===== src/rtl/bp_update_ctrl_pkg.sv =====
// -----------------------------------------------------------------------------
// bp_update_ctrl_pkg
//   Shared definitions for the branch-predictor update controller: BTB field
//   widths, the invalid-entry marker, FSM state encodings, the packed BTB
//   update record carried through the update FIFO, and the saturating
//   2-bit counter step.
// -----------------------------------------------------------------------------
package bp_update_ctrl_pkg;

   localparam int WORD_SIZE      = 16;
   localparam int BTB_INDEX_BITS = 8;
   localparam int BTB_TAG_BITS   = 8;

   localparam logic [WORD_SIZE-1:0] BTB_INVALID = 16'hFFFF;

   typedef enum logic {
      ST_INIT = 1'b0,   // clearing every BTB entry
      ST_RUN  = 1'b1    // accepting resolved branches, draining updates
   } bp_state_e;

   // Field order fixes the 32-bit FIFO word layout: {index, tag, target}.
   typedef struct packed {
      logic [BTB_INDEX_BITS-1:0] index;
      logic [BTB_TAG_BITS-1:0]   tag;
      logic [WORD_SIZE-1:0]      target;
   } btb_entry_t;

   // One step of the global 2-bit counter: toward 11 when taken, toward 00
   // when not taken, holding at either end.
   function automatic logic [1:0] sat_step(input logic [1:0] cur, input logic up);
      logic [1:0] nxt;
      nxt = cur;
      if (up && cur != 2'b11)
         nxt = cur + 2'd1;
      else if (!up && cur != 2'b00)
         nxt = cur - 2'd1;
      return nxt;
   endfunction

endpackage


===== src/rtl/bp_update_fifo.sv =====
// -----------------------------------------------------------------------------
// bp_update_fifo
//   Synchronous FIFO holding pending BTB updates between the resolve side and
//   the BTB write port. The head word is read straight from storage, so it is
//   stable for as long as the entry sits at the front.
// Ports
//   clk        in   clock
//   reset_n    in   synchronous active-low reset (empties the FIFO)
//   push       in   write push_data (ignored when full)
//   push_data  in   WIDTH-bit word to enqueue
//   pop        in   drop the head word (ignored when empty)
//   full       out  DEPTH words held
//   empty      out  no words held
//   head       out  oldest word held (meaningful when ~empty)
// -----------------------------------------------------------------------------
module bp_update_fifo #(
   parameter int WIDTH = 32,
   parameter int DEPTH = 4
) (
   input  logic             clk,
   input  logic             reset_n,
   input  logic             push,
   input  logic [WIDTH-1:0] push_data,
   input  logic             pop,
   output logic             full,
   output logic             empty,
   output logic [WIDTH-1:0] head
);

   localparam int AW = $clog2(DEPTH);

   // Pointers carry one extra wrap bit so full and empty are distinguishable.
   logic [AW:0]      r_wr_ptr;
   logic [AW:0]      r_rd_ptr;
   logic [WIDTH-1:0] r_mem [DEPTH];

   logic w_do_push;
   logic w_do_pop;

   assign empty     = (r_wr_ptr == r_rd_ptr);
   assign full      = (r_wr_ptr[AW] != r_rd_ptr[AW]) &&
                      (r_wr_ptr[AW-1:0] == r_rd_ptr[AW-1:0]);
   assign w_do_push = push & ~full;
   assign w_do_pop  = pop & ~empty;
   assign head      = r_mem[r_rd_ptr[AW-1:0]];

   // NOTE: sequential state is assigned with <= so every register samples the
   // values from before the edge, regardless of statement order.
   always_ff @(posedge clk) begin
      if (!reset_n) begin
         r_wr_ptr <= '0;
         r_rd_ptr <= '0;
      end else begin
         if (w_do_push) r_wr_ptr <= r_wr_ptr + 1'b1;
         if (w_do_pop)  r_rd_ptr <= r_rd_ptr + 1'b1;
      end
   end

   // NOTE: the storage array has no reset; emptiness is tracked by the
   // pointers alone, and leaving the array unreset lets it map onto plain RAM.
   always_ff @(posedge clk) begin
      if (w_do_push)
         r_mem[r_wr_ptr[AW-1:0]] <= push_data;
   end

endmodule


===== src/rtl/bp_update_ctrl.sv =====
// -----------------------------------------------------------------------------
// bp_update_ctrl
//   Branch-predictor update sequencer. After reset it clears every BTB entry
//   (target 16'hFFFF), then accepts resolved branches: it raises a one-cycle
//   flush with the correct next PC on a misprediction, steps the global 2-bit
//   saturating counter, and queues one BTB write per resolved branch, draining
//   the queue in order to the BTB write port.
// Optional feature
//   BP_STATS_EN  when defined, adds saturating stat_branches / stat_mispred
//                counters and their output ports.
// Ports
//   clk, reset_n        clock, synchronous active-low reset
//   res_valid/ready     resolved-branch handshake (transfer = valid & ready)
//   res_pc, res_target  branch PC and its always-taken target
//   res_taken           actual outcome
//   res_pred_pc         next PC the predictor supplied
//   flush, redirect_pc  one-cycle flush and the correct next PC
//   pred_state          global counter, 00 strong NT .. 11 strong T
//   btb_wr_*            BTB write port (en/ready handshake, index/tag/target)
//   init_done           BTB clear finished
//   stat_branches       (BP_STATS_EN) resolved branches accepted
//   stat_mispred        (BP_STATS_EN) mispredictions seen
// -----------------------------------------------------------------------------
module bp_update_ctrl
   import bp_update_ctrl_pkg::*;
#(
   parameter int FIFO_DEPTH  = 4,
   parameter int BTB_ENTRIES = 256
) (
   input  logic                      clk,
   input  logic                      reset_n,
   input  logic                      res_valid,
   output logic                      res_ready,
   input  logic [WORD_SIZE-1:0]      res_pc,
   input  logic [WORD_SIZE-1:0]      res_target,
   input  logic                      res_taken,
   input  logic [WORD_SIZE-1:0]      res_pred_pc,
   output logic                      flush,
   output logic [WORD_SIZE-1:0]      redirect_pc,
   output logic [1:0]                pred_state,
   output logic                      btb_wr_en,
   input  logic                      btb_wr_ready,
   output logic [BTB_INDEX_BITS-1:0] btb_wr_index,
   output logic [BTB_TAG_BITS-1:0]   btb_wr_tag,
   output logic [WORD_SIZE-1:0]      btb_wr_target,
   output logic                      init_done
`ifdef BP_STATS_EN
   ,
   output logic [15:0]               stat_branches,
   output logic [15:0]               stat_mispred
`endif
);

   localparam logic [BTB_INDEX_BITS-1:0] LAST_INDEX = BTB_INDEX_BITS'(BTB_ENTRIES - 1);

   bp_state_e                 r_state;
   bp_state_e                 w_state_next;
   logic [BTB_INDEX_BITS-1:0] r_init_idx;
   logic                      r_init_done;
   logic                      r_flush;
   logic [WORD_SIZE-1:0]      r_redirect_pc;
   logic [1:0]                r_pred_state;

   logic                      w_xfer;
   logic [WORD_SIZE-1:0]      w_correct_pc;
   logic                      w_mispred;
   logic                      w_pop;
   logic                      w_full;
   logic                      w_empty;
   btb_entry_t                w_push_entry;
   btb_entry_t                w_head;

   assign w_xfer       = res_valid & res_ready;
   assign w_correct_pc = res_taken ? res_target : res_pc + 16'd1;
   assign w_mispred    = (res_pred_pc != w_correct_pc);
   assign w_push_entry = '{index:  res_pc[BTB_INDEX_BITS-1:0],
                           tag:    res_pc[WORD_SIZE-1:BTB_INDEX_BITS],
                           target: res_target};

   bp_update_fifo #(
      .WIDTH ($bits(btb_entry_t)),
      .DEPTH (FIFO_DEPTH)
   ) u_fifo (
      .clk       (clk),
      .reset_n   (reset_n),
      .push      (w_xfer),
      .push_data (w_push_entry),
      .pop       (w_pop),
      .full      (w_full),
      .empty     (w_empty),
      .head      (w_head)
   );

   // ---------------------------------------------------------------- FSM --
   always_ff @(posedge clk) begin
      if (!reset_n) r_state <= ST_INIT;
      else          r_state <= w_state_next;
   end

   // NOTE: every signal driven here gets a default first, so no path through
   // the case can leave one unassigned and infer a latch.
   always_comb begin
      w_state_next  = r_state;
      res_ready     = 1'b0;
      btb_wr_en     = 1'b0;
      btb_wr_index  = w_head.index;
      btb_wr_tag    = w_head.tag;
      btb_wr_target = w_head.target;
      w_pop         = 1'b0;
      case (r_state)
         ST_INIT: begin
            btb_wr_en     = 1'b1;
            btb_wr_index  = r_init_idx;
            btb_wr_tag    = '0;
            btb_wr_target = BTB_INVALID;
            if (btb_wr_ready && r_init_idx == LAST_INDEX)
               w_state_next = ST_RUN;
         end
         ST_RUN: begin
            // No bypass: a full queue refuses even when it pops this cycle.
            res_ready = ~w_full;
            btb_wr_en = ~w_empty;
            w_pop     = ~w_empty & btb_wr_ready;
         end
         default: w_state_next = ST_INIT;
      endcase
   end

   // ------------------------------------------------------ datapath regs --
   always_ff @(posedge clk) begin
      if (!reset_n) begin
         r_init_idx    <= '0;
         r_init_done   <= 1'b0;
         r_flush       <= 1'b0;
         r_redirect_pc <= '0;
         r_pred_state  <= 2'b11;
      end else begin
         if (r_state == ST_INIT && btb_wr_ready) begin
            r_init_idx <= r_init_idx + 1'b1;
            if (r_init_idx == LAST_INDEX)
               r_init_done <= 1'b1;
         end
         // Flush is a pulse tied to a single transfer; queued updates are
         // untouched because they belong to older, already resolved branches.
         r_flush <= w_xfer & w_mispred;
         if (w_xfer && w_mispred)
            r_redirect_pc <= w_correct_pc;
         if (w_xfer)
            r_pred_state <= sat_step(r_pred_state, res_taken);
      end
   end

   assign flush       = r_flush;
   assign redirect_pc = r_redirect_pc;
   assign pred_state  = r_pred_state;
   assign init_done   = r_init_done;

`ifdef BP_STATS_EN
   logic [15:0] r_stat_branches;
   logic [15:0] r_stat_mispred;

   always_ff @(posedge clk) begin
      if (!reset_n) begin
         r_stat_branches <= '0;
         r_stat_mispred  <= '0;
      end else begin
         if (w_xfer && r_stat_branches != 16'hFFFF)
            r_stat_branches <= r_stat_branches + 16'd1;
         if (w_xfer && w_mispred && r_stat_mispred != 16'hFFFF)
            r_stat_mispred <= r_stat_mispred + 16'd1;
      end
   end

   assign stat_branches = r_stat_branches;
   assign stat_mispred  = r_stat_mispred;
`endif

endmodule


===== config.mk =====
export PLATFORM = sky130hd
export DESIGN_NAME = bp_update_ctrl
export DESIGN_NICKNAME = d
export VERILOG_FILES = /design/src/rtl/bp_update_ctrl_pkg.sv /design/src/rtl/bp_update_fifo.sv /design/src/rtl/bp_update_ctrl.sv
export SDC_FILE = /design/constraint.sdc
export NUM_CORES = 1
export LEC_CHECK = 0
export CAP_MARGIN = 30
export CELL_PAD_IN_SITES_DETAIL_PLACEMENT = 1
export CELL_PAD_IN_SITES_GLOBAL_PLACEMENT = 1
export CORE_ASPECT_RATIO = 1.2
export CORE_UTILIZATION = 48
export DETAILED_ROUTE_END_ITERATION = 16
export GPL_TIMING_DRIVEN = 0
export MAX_ROUTING_LAYER = met4
export PLACE_DENSITY = 0.89
export SYNTH_ARGS = -nofsm -noshare
export SYNTH_HDL_FRONTEND = slang
export SYNTH_SLANG_ARGS = --single-unit

===== constraint.sdc =====
create_clock -name clk -period 6.7 [get_ports clk]
set_clock_uncertainty 0.15 [all_clocks]
set_input_delay 1.005 -clock clk [delete_from_list [all_inputs] [get_ports clk]]
set_output_delay 1.005 -clock clk [all_outputs]
set_load 0.01 [all_outputs]

==> run metrics <==
crit-path cells=clkbuf_1 -> buf_1 -> mux4_2 -> mux2_2 -> clkdlybuf4s50_1; fin crit share=64.3%; post-layout min period=4.31 ns; Detailed Place HPWL=15400 um; placeable core area=15100 um^2; TritonCTS clock tree=yes; initial drt markers=453; vias per cell=5.92; CP arrival=3.15 ns; Post-Synthesis Cells=548; final setup TNS=0 ns; Clock Latency Late Sink=0.44 ns; Synth Register Bits=165; Post-Syn Area=7540 um^2; share of cells above drive strength 1=14.7%; Synth-to-Final Area Change=25.7%; Routed WL=21700 um; largest family of logic cells by synthesized area=simple AND/OR/NAND/NOR gates; Mean Syn Cell Area=13.8 um^2; # Post-CTS Setup Buffers=0; Post-Synth Simple-Gate Area=12.4%; unrepaired setup endpoints after global routing=false; max-slew violation count=0; PwrDens=237 nW/um^2; CP endpoint kind=output port; Synth Warn #=0; GR Overflow Total=0; number of global-route vias before repair=5732; post-synthesis sequential area ratio=60.8%; FP Rows=49; CTS buffer count=17; largest net degree at the start of global routing=34; chip height=139 um; CTS resizes=0; ant diodes=0; first-pass GRT wire length=33000 um; remaining antenna violation count=0; achievable clock frequency=232 MHz; syn nets=608; Slowest-stage cell, CP=buf_1; Starting Density=49.8%; outcome=complete, no violations; Fin. Hold Viols=0; Slew headroom=36.4%; drt wl/cell=24.4 um; actual slew at the worst max-slew pin=0.954 ns; clock-pin slew on the worst setup and hold paths=0.07 ns; Clock Sinks=165; Distinct cells, synth=56; nets@finish=733; mux share of post-synthesis cell area=11.6%; Die Wd=116 um; root buffer cell=clkbuf_16; io pins=107; Via Count=5270; Crit Path Max Fanout=10; Finished Core Util=62.5%; Leak Pwr=3.02 nW; post-synthesis adder-cell area fraction=1.16%; Data required, critical path=5.54 ns; critical path type=flip-flop to output port; CTS H-tree lvls=4; max_cap viols=0; VDD IR max=0.135 mV; xor/xnor cell area share of the yosys netlist=5.11%; total power=0.00225 W; die area=16200 um^2; drt pass-1 iters=6; initial antenna violation count=0; crit start category=flip-flop; # DRC=0; all-layer global routing usage=29.2%; max incr delay on CP=0.72 ns; gpl congestion=0.925; Worst Hold Class=flip-flop to flip-flop; Max Root-Sink Buffers=2; PortBufs=105; CTS Hold Buffers Added=0; Final setup violation count=0; compound-cell area share of the yosys netlist=6.72%
-- through the flow --
stage / hold slack, ns / std cells / instance area, um^2 / worst slack, ns
after CTS: 0.329 / 889 / 9450 / 2.31
after detailed placement: 0.318 / 857 / 8850 / 2.11
after global routing: 0.350 / 890 / 9470 / 2.14
after floorplan: 0.308 / 548 / 7540 / 3.28
final: 0.328 / 890 / 9470 / 2.39
after global placement: 0.299 / 857 / 8840 / 2.20
-- metal layers --
layer	up-vias	track usage, %	part of all wire, %	wire length, um
li1	2328	-	-	-
met1	2685	33.9	39	8520
met2	202	48.5	52	11200
met3	55	5.66	5.4	1180
met4	0	13.4	3.7	798
met5	-	-	0	0
-- area by class of cell --
class                   instances  area (um^2)
inverters                       8         30.0
well taps                     204          255
fillers                      1504         5670
flip-flops and latches        165         4580
multi-input cells             345         2790
clock buffers                  18          439
repair buffers                106         1070
plain buffers                  30          140
clock inverters                14          164
-- synthesized netlist by cell type (all sizes together) --
library cell	instances	area (um^2)
edfxtp	128	3840
dfxtp	37	741
o21ai	35	175
nor2	34	130
mux4	32	721
nand2	32	120
a21oi	28	140
xor2	24	210
nand3	21	135
xnor2	20	175
nand2b	19	119
buf	16	87.6
clkbuf	14	52.6
or3	10	62.6
and2	9	56.3
inv	8	30.0
mux2	8	90.1
ha	7	87.6
a31oi	6	37.5
and3	6	37.5
mux2i	6	60.1
nand4	6	73.8
nor4	4	46.3
or4	4	37.5
a211oi	3	22.5
and4	3	26.3
nor2b	3	18.8
nor3	3	15.0
nor3b	3	22.5
a21boi	2	15.0
a221oi	2	23.8
o211ai	2	15.0
o32ai	2	17.5
a2111oi	1	8.76
a22oi	1	7.51
a311o	1	10.0
a31o	1	8.76
nand3b	1	7.51
nand4b	1	8.76
nor4b	1	8.76
o21a	1	7.51
o221ai	1	8.76
o31a	1	8.76
or2	1	6.26
-- worst paths after layout --
check	endpoint	start	cells past startpoint	slack, ns
worst max-delay path	btb_wr_index[2]	flip-flop	5	2.39
worst min register to register	redirect_pc[8]$_SDFFE_PN0P_	redirect_pc[8]$_SDFFE_PN0P_	2	0.33
worst max register to register	u_fifo.r_mem[3][5]$_DFFE_PP_	r_state$_SDFF_PN0_	3	4.07
worst min-delay path	redirect_pc[8]$_SDFFE_PN0P_	redirect_pc[8]$_SDFFE_PN0P_	2	0.33
-- worst max-delay path, delay by kind of cell (launching register included) --
kind | cells | cell delay, ns
flip-flops | 1 | 0.32
buffers and inverters | 3 | 1.49
multiplexers | 2 | 0.90
-- cell usage in the layout (no fill, tap or decap), drive strengths merged, types with 4 or more instances in the layout --
cell type / count
a21oi: 28
a31oi: 6
and2: 9
and3: 6
buf: 17
clkbuf: 32
clkdlybuf4s50: 105
clkinv: 4
dfxtp: 37
edfxtp: 128
ha: 7
inv: 15
mux2: 8
mux2i: 6
mux4: 32
nand2: 32
nand2b: 19
nand3: 21
nand4: 6
nor2: 34
nor4: 4
o21ai: 35
or3: 10
or4: 4
xnor2: 20
xor2: 24
-- registers in the layout, indices dropped and copies added (netlist names), named ones only --
signal           count
u_fifo.r_wr_ptr      3
flush                1
pred_state           2
r_state              1
redirect_pc         16
init_done            1
u_fifo.r_rd_ptr      3
r_init_idx           8
u_fifo.r_mem       128
-- power breakdown --
group,switching (W),internal [W],total [W]
combinational,0.0000833,0.0000573,0.000141
sequential,0.00000156,0.00110,0.00110
clock,0.000436,0.000571,0.00101
-- kinds of logic after synthesis --
kind of cell | after synthesis
flip-flops | 165
buffers and inverters | 38
multiplexers | 46
AO/OA/AOI/OAI | 87
XOR/XNOR | 44
AND/OR/NAND/NOR | 161
adder cells (fa/ha/maj) | 7
(Power assumes the default switching activity.)
